==> src/rtl/ysyx22041405_pc_fetch.sv <==
// ysyx22041405_pc_fetch: PC register and single-issue instruction fetch stage.
// Holds the pc, fetches one instruction over a valid/ready request plus
// valid-only response interface, and presents {pc, pc_add4, inst} to decode.
// Optional feature macro: YSYX22041405_FETCH_MISALIGN_EN. When it is defined,
// a misaligned branch target parks the stage in a terminal error state.
module ysyx22041405_pc_fetch #(
  parameter int               WIDTH    = 32,
  parameter logic [WIDTH-1:0] RESET_PC = WIDTH'(32'h8000_0000)
) (
  input  logic             clk,
  input  logic             rst_n,
  input  logic [WIDTH-1:0] next_pc,
  input  logic             next_pc_valid,
  output logic             imem_req_valid,
  input  logic             imem_req_ready,
  output logic [WIDTH-1:0] imem_addr,
  input  logic             imem_rsp_valid,
  input  logic [31:0]      imem_rsp_data,
  output logic             inst_valid,
  input  logic             inst_ready,
  output logic [31:0]      inst,
  output logic [WIDTH-1:0] pc,
  output logic [WIDTH-1:0] pc_add4,
  output logic             fetch_misalign
);

  typedef enum logic [2:0] {
    S_IDLE     = 3'd0,
    S_REQ      = 3'd1,
    S_WAIT     = 3'd2,
    S_HOLD     = 3'd3,
    S_WAIT_NPC = 3'd4,
    S_ERR      = 3'd5
  } state_e;

  state_e           state_q, state_d;
  logic [WIDTH-1:0] pc_q, pc_d;
  logic [31:0]      inst_q, inst_d;
`ifdef YSYX22041405_FETCH_MISALIGN_EN
  logic             misalign_q, misalign_d;
`endif

  // Next-state logic; pc and inst are written only on their consuming transitions.
  always_comb begin
    state_d = state_q;
    pc_d    = pc_q;
    inst_d  = inst_q;
`ifdef YSYX22041405_FETCH_MISALIGN_EN
    misalign_d = misalign_q;
`endif
    case (state_q)
      S_IDLE: begin
        state_d = S_REQ;
      end
      S_REQ: begin
        // A response arriving in the same cycle as acceptance is not ours yet.
        if (imem_req_ready) begin
          state_d = S_WAIT;
        end else begin
          state_d = S_REQ;
        end
      end
      S_WAIT: begin
        if (imem_rsp_valid) begin
          inst_d  = imem_rsp_data;
          state_d = S_HOLD;
        end else begin
          state_d = S_WAIT;
        end
      end
      S_HOLD: begin
        if (inst_ready) begin
          state_d = S_WAIT_NPC;
        end else begin
          state_d = S_HOLD;
        end
      end
      S_WAIT_NPC: begin
        if (next_pc_valid) begin
          pc_d = next_pc;
`ifdef YSYX22041405_FETCH_MISALIGN_EN
          if (next_pc[1:0] != 2'b00) begin
            misalign_d = 1'b1;
            state_d    = S_ERR;
          end else begin
            state_d    = S_REQ;
          end
`else
          state_d = S_REQ;
`endif
        end else begin
          state_d = S_WAIT_NPC;
        end
      end
      S_ERR: begin
`ifdef YSYX22041405_FETCH_MISALIGN_EN
        // Terminal until reset: no further fetches after a bad target.
        state_d = S_ERR;
`else
        // Unreachable without the error feature; recover defensively.
        state_d = S_IDLE;
`endif
      end
      default: begin
        state_d = S_IDLE;
      end
    endcase
  end

  // State, pc and instruction registers with asynchronous reset.
  always_ff @(posedge clk or negedge rst_n) begin
    if (!rst_n) begin
      state_q <= S_IDLE;
      pc_q    <= RESET_PC;
      inst_q  <= 32'h0000_0000;
    end else begin
      state_q <= state_d;
      pc_q    <= pc_d;
      inst_q  <= inst_d;
    end
  end

`ifdef YSYX22041405_FETCH_MISALIGN_EN
  // Sticky misaligned-target flag, cleared only by reset.
  always_ff @(posedge clk or negedge rst_n) begin
    if (!rst_n) begin
      misalign_q <= 1'b0;
    end else begin
      misalign_q <= misalign_d;
    end
  end
  assign fetch_misalign = misalign_q;
`else
  assign fetch_misalign = 1'b0;
`endif

  // Moore outputs decoded straight from registered state.
  assign imem_req_valid = (state_q == S_REQ);
  assign inst_valid     = (state_q == S_HOLD);
  assign imem_addr      = pc_q;
  assign pc             = pc_q;
  assign pc_add4        = pc_q + WIDTH'(4);
  assign inst           = inst_q;

endmodule

==> config.mk <==
export PLATFORM = sky130hd
export DESIGN_NAME = ysyx22041405_pc_fetch
export DESIGN_NICKNAME = d
export VERILOG_FILES = /design/src/rtl/ysyx22041405_pc_fetch.sv
export SDC_FILE = /design/constraint.sdc
export NUM_CORES = 1
export LEC_CHECK = 0
export BUFFER_PORTS_ARGS = -buffer_cell sky130_fd_sc_hd__buf_4
export CAP_MARGIN = 15
export CORE_MARGIN = 5
export CORE_UTILIZATION = 48
export CTS_CLUSTER_SIZE = 12
export DETAILED_ROUTE_END_ITERATION = 10
export GPL_TIMING_DRIVEN = 0
export PLACE_DENSITY = 0.87
export SLEW_MARGIN = 20
export SYNTH_ARGS = -nofsm -noshare
export SYNTH_HDL_FRONTEND = slang
export SYNTH_SLANG_ARGS = --single-unit
==> constraint.sdc <==
create_clock -name clk -period 2.9 [get_ports clk]
set_clock_uncertainty 0.1 [all_clocks]
set_input_delay 0.145 -clock clk [delete_from_list [all_inputs] [get_ports clk]]
set_output_delay 0.145 -clock clk [all_outputs]
set_load 0.02 [all_outputs]
# Yosys cells after proc, flatten, opt, wreduce, memory -nomap -nowiden
# Index checks and enable logic that the tools add are counted.
op_classes:
  reduce_logical: 3
  n_eq_ne: 4
  mux: 5
  add_sub_neg: 1
ops:
  columns: ["operator", "count"]
  rows:
  - ["$add A32 B3 Y32 const B", 1]
  - ["$pmux W3 S5", 1]
  - ["$eq A3 B2 Y1 const B", 2]
  - ["$mux W3", 2]
  - ["$reduce_and A2 Y1", 2]
  - ["$eq A3 B1 Y1 const B", 1]
  - ["$eq A3 B3 Y1 const B", 1]
  - ["$logic_not A3 Y1", 1]
  - ["$mux W2", 1]
  - ["$mux W1", 1]
word_totals:
  output_inout_bits: 131
  inputBits: 70
  register_bits: 67

# Depth between registers and ports, before layout
# Gate-level depths: netlist of the first run.
depth:
  ltp_word: 2
  mapped_depth: 6
  mapped_depth_nobuf: 5

# Worst setup path after synthesis of the first run
# OpenSTA, ideal clock, no wires.
synth_path:
  kind: "register -> output"
  from: "reg pc_q[2], in the netlist imem_addr[2]"
  to: "out pc_add4[22]"
  t_required_ns: 2.655
  path_stages_with_launch: 6
  setup_slack_ns: 0.906
  path_buffers: 0
  arrival_ns: 1.749
  path_cell_list: "dfrtp_1 > ha_1 > and3_1 > nand3_1 > nor4_2 > xor2_1"
synth_between:
  elab_chain_len: 1
synth_lines:
  columns: ["item", "line", "rtl"]
  rows:
  - ["start, declared", "37", "logic [WIDTH-1:0] pc_q, pc_d;"]
  - ["start signal, assigned", "118", "pc_q <= pc_d;"]
  - ["$add A32 B3 Y32", "142", "assign pc_add4 = pc_q + WIDTH'(4);"]
  - ["end, declared", "23", "output logic [WIDTH-1:0] pc_add4,"]
# No other way between the ends.

# Worst setup path after layout of the first run
layout_path:
  from: "reg pc_q[16], in the netlist imem_addr[16]"
  to: "out pc_add4[31]"
# Same word-level chain as after synthesis.

==> results.yml, run 1 <==
run:
  maxCapViolCount: 0
logic_synthesis:
  synth_cell_types: 35
  ys_seq_area_share_pct: 48.6
  syn-num-nets: 353
  syn_avg_cell_area_um2: 12.3
  synth_flop_cell: "dfrtp_1"
  synth_area_um2: 3460
  synth.area.top_cells: "dfrtp_1, mux2_1, mux2_2, buf_4, xor2_1"
  synth_enable_flop_cells: 0
  synth-seq-cells: 67
  yosys-top-cells-count: "dfrtp_1, buf_4, mux2_1, mux2_2, xor2_1"
  yosysTopAreaCell: "dfrtp_1"
  yosysWarningCount: 0
  synth.most_common_cell: "dfrtp_1"
  syn_inst: 282
  async_flop_share_pct: 100
  synthDominantCellAreaShare_pct: 47.8
timing:
  drv_slew: 0
  rsz0062_at_grt: "false"
  max_slew_margin_pct: 43.1
  setup_ws_ns: 0.434
  setup_tns_ns: 0
  fmax_ghz: 0.405
  hold_slack_ns: 0.142
  setup_viol: 0
  hold_viol_final: 0
  layout_min_cycle_time_ns: 2.47
  fin_crit_sh_pct: 85.1
  worstMarginPinSlew_ns: 0.853
global_route:
  grt_pass1_vias: 3749
  antenna_found_initial: 2
  grt_pass1_wl_mm: 19.9
  grt-ovfl-total: 0
  grt_max_degree: 68
  grt_usage_pct: 28.9
critical_path:
  slowest_delay_ns: 0.51
  reg2reg_from: "state_q[2]"
  cp-end-kind: "output pin"
  path_cells: "nand3_1 > buf_2 > nor4_1 > xor2_1 > buf_4"
  crit_type: "reg2out"
  required_ns: 2.65
  critPathTopFamily: "simple AND/OR/NAND/NOR gates"
  crit_slowest_cell: "dfrtp_1"
  cp_max_fo: 10
  rrSetupSlack_ns: 0.85
  crit_start: "imem_addr[16]"
  cp_num_buf_inv: 2
  arrival_ns: 2.22
  start_kind: "flip-flop"
hold_path:
  hp-start: "next_pc_valid"
  min_path_type: "in2reg"
clock_network:
  cts.sinks: 67
  cts.path.max_buffers: 2
  insertion_delay_ns: 0.33
  post_cts_buffers: 0
  cts_root_buf: "clkbuf_8"
  cts_max_level: 3
  clkTransAtPathRegs_ns: 0.08
  cts_tree: "yes"
  numCtsBuffers: 9
placement:
  port-buffer-count: 199
  routabilityCongestion: 0.823
  place_ws_ns: 0.777
  dp_hpwl_mm: 7.90
floorplan:
  die_width_um: 94.9
  start_util_pct: 48.4
  num_io_pins: 201
  num_rows: 31
  coreArea_um2: 7140
  dieArea_um2: 9000
  fp.dieH_um: 94.9
power_and_ir_drop:
  powerDensity_nw_per_um2: 1150
  irDropWorstVdd_v: 0.000684
  power.leakage_nw: 3.01
status:
  status: "finished clean"
route:
  post_drt_wl_per_cell_um: 18.9
  wl_met2_mm: 6.40
  via_count: 3329
  detail-route-antenna-nets: 0
  maxUsedRoutingLayer: "met4"
  drt-met1-wl_mm: 4.65
  drtIter0Drc: 126
  drcViolationCount: 0
  met3WireLength_mm: 1.21
  vias_per_cell: 5.01
  dr.pass1.iters: 6
  routed_wl_mm: 12.6
finish:
  nets: 629
  fill_cells: 399
  area_delta_synth_final_pct: 72.6
  drive_gt1_share_pct: 53.3
-- repair_timing --
action                                 4_1_cts  5_1_grt
hold buffers                                66        0
endpoints found under the hold margin      132        0
resized for setup                            0        0
-- kinds of logic after synthesis --
kind of cell | after synthesis | share of synthesized area (%)
flip-flops | 67 | 48.6
AND/OR/NAND/NOR | 63 | 12.4
XOR/XNOR | 28 | 7.10
multiplexers | 60 | 19.6
AO/OA/AOI/OAI | 10 | 1.81
other | 1 | 0.109
buffers and inverters | 52 | 10.1
adder cells (fa/ha/maj) | 1 | 0.362
-- through the flow --
step | cell area, um2 | instances | util, % | total power, W
finish | 5960 | 664 | 83.6 | 0.00684
global placement | 5070 | 580 | 71.1 | 0.00565
detailed placement | 5070 | 580 | 71.1 | 0.00576
CTS | 5960 | 662 | 83.5 | 0.00673
floorplan | 3460 | 282 | - | 0.00397
global route | 5960 | 664 | 83.6 | 0.00718
-- worst paths after layout --
| path | endpoint | cells past startpoint |
|---|---|---|
| worst max-delay path | pc_add4[31] | 5 |
| worst min-delay path | state_q[2] | 3 |
| worst max register to register | inst[13] | 4 |
| worst min register to register | inst[16] | 1 |
| max in group asynchronous | imem_addr[28] | 2 |
| min in group asynchronous | inst[27] | 2 |
-- per-layer routing --
metal / up-vias / GRT usage (%)
met4: 0 / 10.1
met3: 27 / 10.3
li1: 1509 / -
met2: 176 / 49.7
met5: - / 0
met1: 1617 / 33.4
-- power by group --
part,switching [W],internal [W],total [W]
clock,0.000372,0.000510,0.000882
combinational,0.00207,0.00192,0.00399
sequential,0.000580,0.00139,0.00197
total,0.00302,0.00382,0.00684
-- state kept, by name, indices dropped and copies added, names as in the netlist --
signal	cells
state_q	3
inst	32
imem_addr	32
-- worst min-delay path: cells and delay by family --
kind	cells	cell delay [ns]
buf+inv	2	0.15
compound gates	1	0.23
-- area by class of cell --
| class | count | area (um2) | share of cell area, % |
|---|---|---|---|
| Antenna cell | 2 | 5.00 | 0.0839 |
| Buffer | 46 | 328 | 5.50 |
| Clock buffer | 10 | 138 | 2.31 |
| Clock inverter | 6 | 87.6 | 1.47 |
| Inverter | 6 | 22.5 | 0.378 |
| Multi-Input combinational cell | 163 | 1430 | 23.9 |
| Sequential cell | 67 | 1680 | 28.1 |
| Tap cell | 99 | 124 | 2.08 |
| Timing Repair Buffer | 265 | 2150 | 36.1 |
-- cell usage in the layout (no fill, tap or decap), types with 3 or more instances in the layout --
cell,synthesis,layout
buf_4,37,236
dlygate4sd3_1,0,66
dfrtp_1,66,66
mux2_1,33,33
mux2_2,27,27
xor2_1,16,16
nand2_1,14,14
xnor2_1,12,12
nand3_1,10,10
clkbuf_8,0,10
nor4_2,8,8
buf_2,7,7
and3_1,7,7
inv_1,6,6
o21ai_0,5,5
nand4_1,5,5
and4_1,3,3
nor2_1,3,3
No activity file was read; power rests on OpenSTA's default activity.
==> inputs of run 2 (changes only) <==
Settings changed: ABC_AREA set to 1, CORE_UTILIZATION 48 to 49, PLACE_DENSITY 0.87 to 0.86.
==> run 2 against run 1 <==
Sequential share of layout area down 1.9 points. Register-to-register slack better by 0.37 ns. Sequential power about the same. Highest routed layer unchanged.
==> results.yml, run 2 <==
global_route:
  grt_pass1_vias: 4553
  grt_usage_pct: 28.5
  grt_pass1_wl_mm: 22.4
  grt-ovfl-total: 0
  antenna_found_initial: 0
  grt_max_degree: 68
timing:
  fmax_ghz: 0.445
  max_slew_margin_pct: 43.3
  setup_tns_ns: 0
  layout_min_cycle_time_ns: 2.25
  rsz0062_at_grt: "false"
  setup_ws_ns: 0.653
  setup_viol: 0
  fin_crit_sh_pct: 77.5
  worstMarginPinSlew_ns: 0.850
  hold_viol_final: 0
  drv_slew: 0
clock_network:
  cts_max_level: 3
  insertion_delay_ns: 0.33
  cts_resized: 0
  numCtsBuffers: 9
  cts.sinks: 67
  cts_tree: "yes"
  cts_root_buf: "clkbuf_8"
  post_cts_buffers: 0
  cts-hold-fix-buffers: 66
  cts.path.max_buffers: 2
  clkTransAtPathRegs_ns: 0.08
floorplan:
  dieArea_um2: 9810
  num_rows: 32
  start_util_pct: 50.3
  fp.dieH_um: 99.1
  coreArea_um2: 7730
  die_width_um: 99.1
  num_io_pins: 201
critical_path:
  start_kind: "flip-flop"
  required_ns: 2.65
  cp-end-kind: "output pin"
  cp_max_fo: 5
  reg2reg_to: "state_q[2]"
  crit_start: "imem_addr[3]"
  reg2reg_from: "state_q[2]"
  rrSetupSlack_ns: 1.22
  r2r_cells: 4
  arrival_ns: 2.00
  crit_type: "reg2out"
finish:
  area_delta_synth_final_pct: 64.9
  stdcell_area_um2: 6410
  nets: 840
  drive_gt1_share_pct: 38.9
  mostFrequentLayoutCell: "buf_4"
  layout.cells.most_common_list: "buf_4, nand2_1, inv_1, dlygate4sd3_1, dfrtp_1"
  antenna_cells: 0
logic_synthesis:
  syn_inst: 493
  ys_seq_area_share_pct: 43.2
  syn-num-nets: 564
  async_flop_share_pct: 100
  syn_avg_cell_area_um2: 7.88
  synth-seq-cells: 67
  synthDominantCellAreaShare_pct: 42.5
  synth.area.top_cells: "dfrtp_1, nand2_1, inv_1, buf_4, o21ai_0"
  yosysTopAreaCell: "dfrtp_1"
  yosys-top-cells-count: "nand2_1, inv_1, dfrtp_1, nor2_1, buf_4"
  synth.most_common_cell: "nand2_1"
  synth_area_um2: 3890
  synth_enable_flop_cells: 0
  synth_flop_cell: "dfrtp_1"
  synth_cell_types: 31
  yosysWarningCount: 0
route:
  via_count: 4270
  post_drt_wl_per_cell_um: 15.7
  dr.pass1.iters: 6
  detail-route-antenna-nets: 0
  drtIter0Drc: 146
  drcViolationCount: 0
  vias_per_cell: 4.88
  routed_wl_mm: 13.8
hold_path:
  hold_depth: 3
  min_path_type: "in2reg"
  whs_endpoint: "inst[28]"
  hp-start: "imem_rsp_data[28]"
power_and_ir_drop:
  powerDensity_nw_per_um2: 1090
  irDropWorstVdd_v: 0.000588
  power.leakage_nw: 3.58
placement:
  placed_area_um2: 5510
  routabilityCongestion: 0.902
  place_ws_ns: 1.01
  dp_hpwl_mm: 9.08
  port-buffer-count: 199
run:
  maxCapViolCount: 0
status:
  status: "finished clean"
run 2: cell count changes in the layout (fill, tap and decap cells not counted), sizes merged, moves of 4 or more:
cell	change
a21oi	+7
and3	-7
and4	-4
inv	+68
mux2	-60
nand2	+133
nand3b	+6
nand4	-5
nor2	+48
nor4	-11
o21ai	+53
xnor2	-7
xor2	-6
run 2: routing by layer:
metal	vias to the layer above	track usage [%]	part of all wire [%]
li1	2014	-	-
met1	1993	32.2	37
met2	233	50.3	51
met3	30	8.85	10
met4	0	10.4	2.5
met5	-	0	0
run 2: critical path: stages, from the launching register on:
cell	delay (ns)
dfrtp_1	0.48
ha_1	0.27
nand2_1	0.07
nor2_1	0.16
nand2_2	0.13
nor2_2	0.19
nand2_1	0.07
nand2_1	0.06
nand2_1	0.07
buf_4	0.16
run 2: cell type report:
cell class                      count  area [um2]
Timing Repair Buffer              265        2150
Sequential cell                    67        1680
Multi-Input combinational cell    302        1560
Fill cell                         428        1320
Buffer                             49         364
Inverter                           75         282
Tap cell                          102         128
Clock buffer                        9         124
Clock inverter                      6         115
run 2: how the worst max path moves through the flow:
stage                        to
floorplan           pc_add4[18]
global placement    pc_add4[18]
detailed placement  pc_add4[20]
CTS                 pc_add4[22]
global route        pc_add4[22]
finish              pc_add4[22]
run 2: per-stage QoR:
stage / hold slack, ns / cells / power (W) / util [%]
after floorplan: -0.251 / 493 / 0.00410 / -
after global placement: 0.206 / 794 / 0.00582 / 71.3
after detailed placement: 0.209 / 794 / 0.00593 / 71.3
after CTS: 0.00155 / 875 / 0.00696 / 82.9
after global routing: 0.0165 / 875 / 0.00739 / 82.9
final: 0.0140 / 875 / 0.00701 / 82.9
run 2: report_power, final:
part	leakage, nW	switching, W	internal [W]
Combinational	2.63	0.00227	0.00185
Clock	0.115	0.000383	0.000570
Sequential	0.829	0.000571	0.00137
Total	3.58	0.00323	0.00379
run 2: cell families after synthesis:
kind of cell	count (synthesis)	synth area share, %
AOI/OAI and AO/OA	67	9.59
xor gates and xnor gates	15	3.77
adders and majority gates	1	0.322
buffers and inverters	124	16.6
DFF	67	43.2
other	1	0.0965
and+or+nand+nor	218	26.4
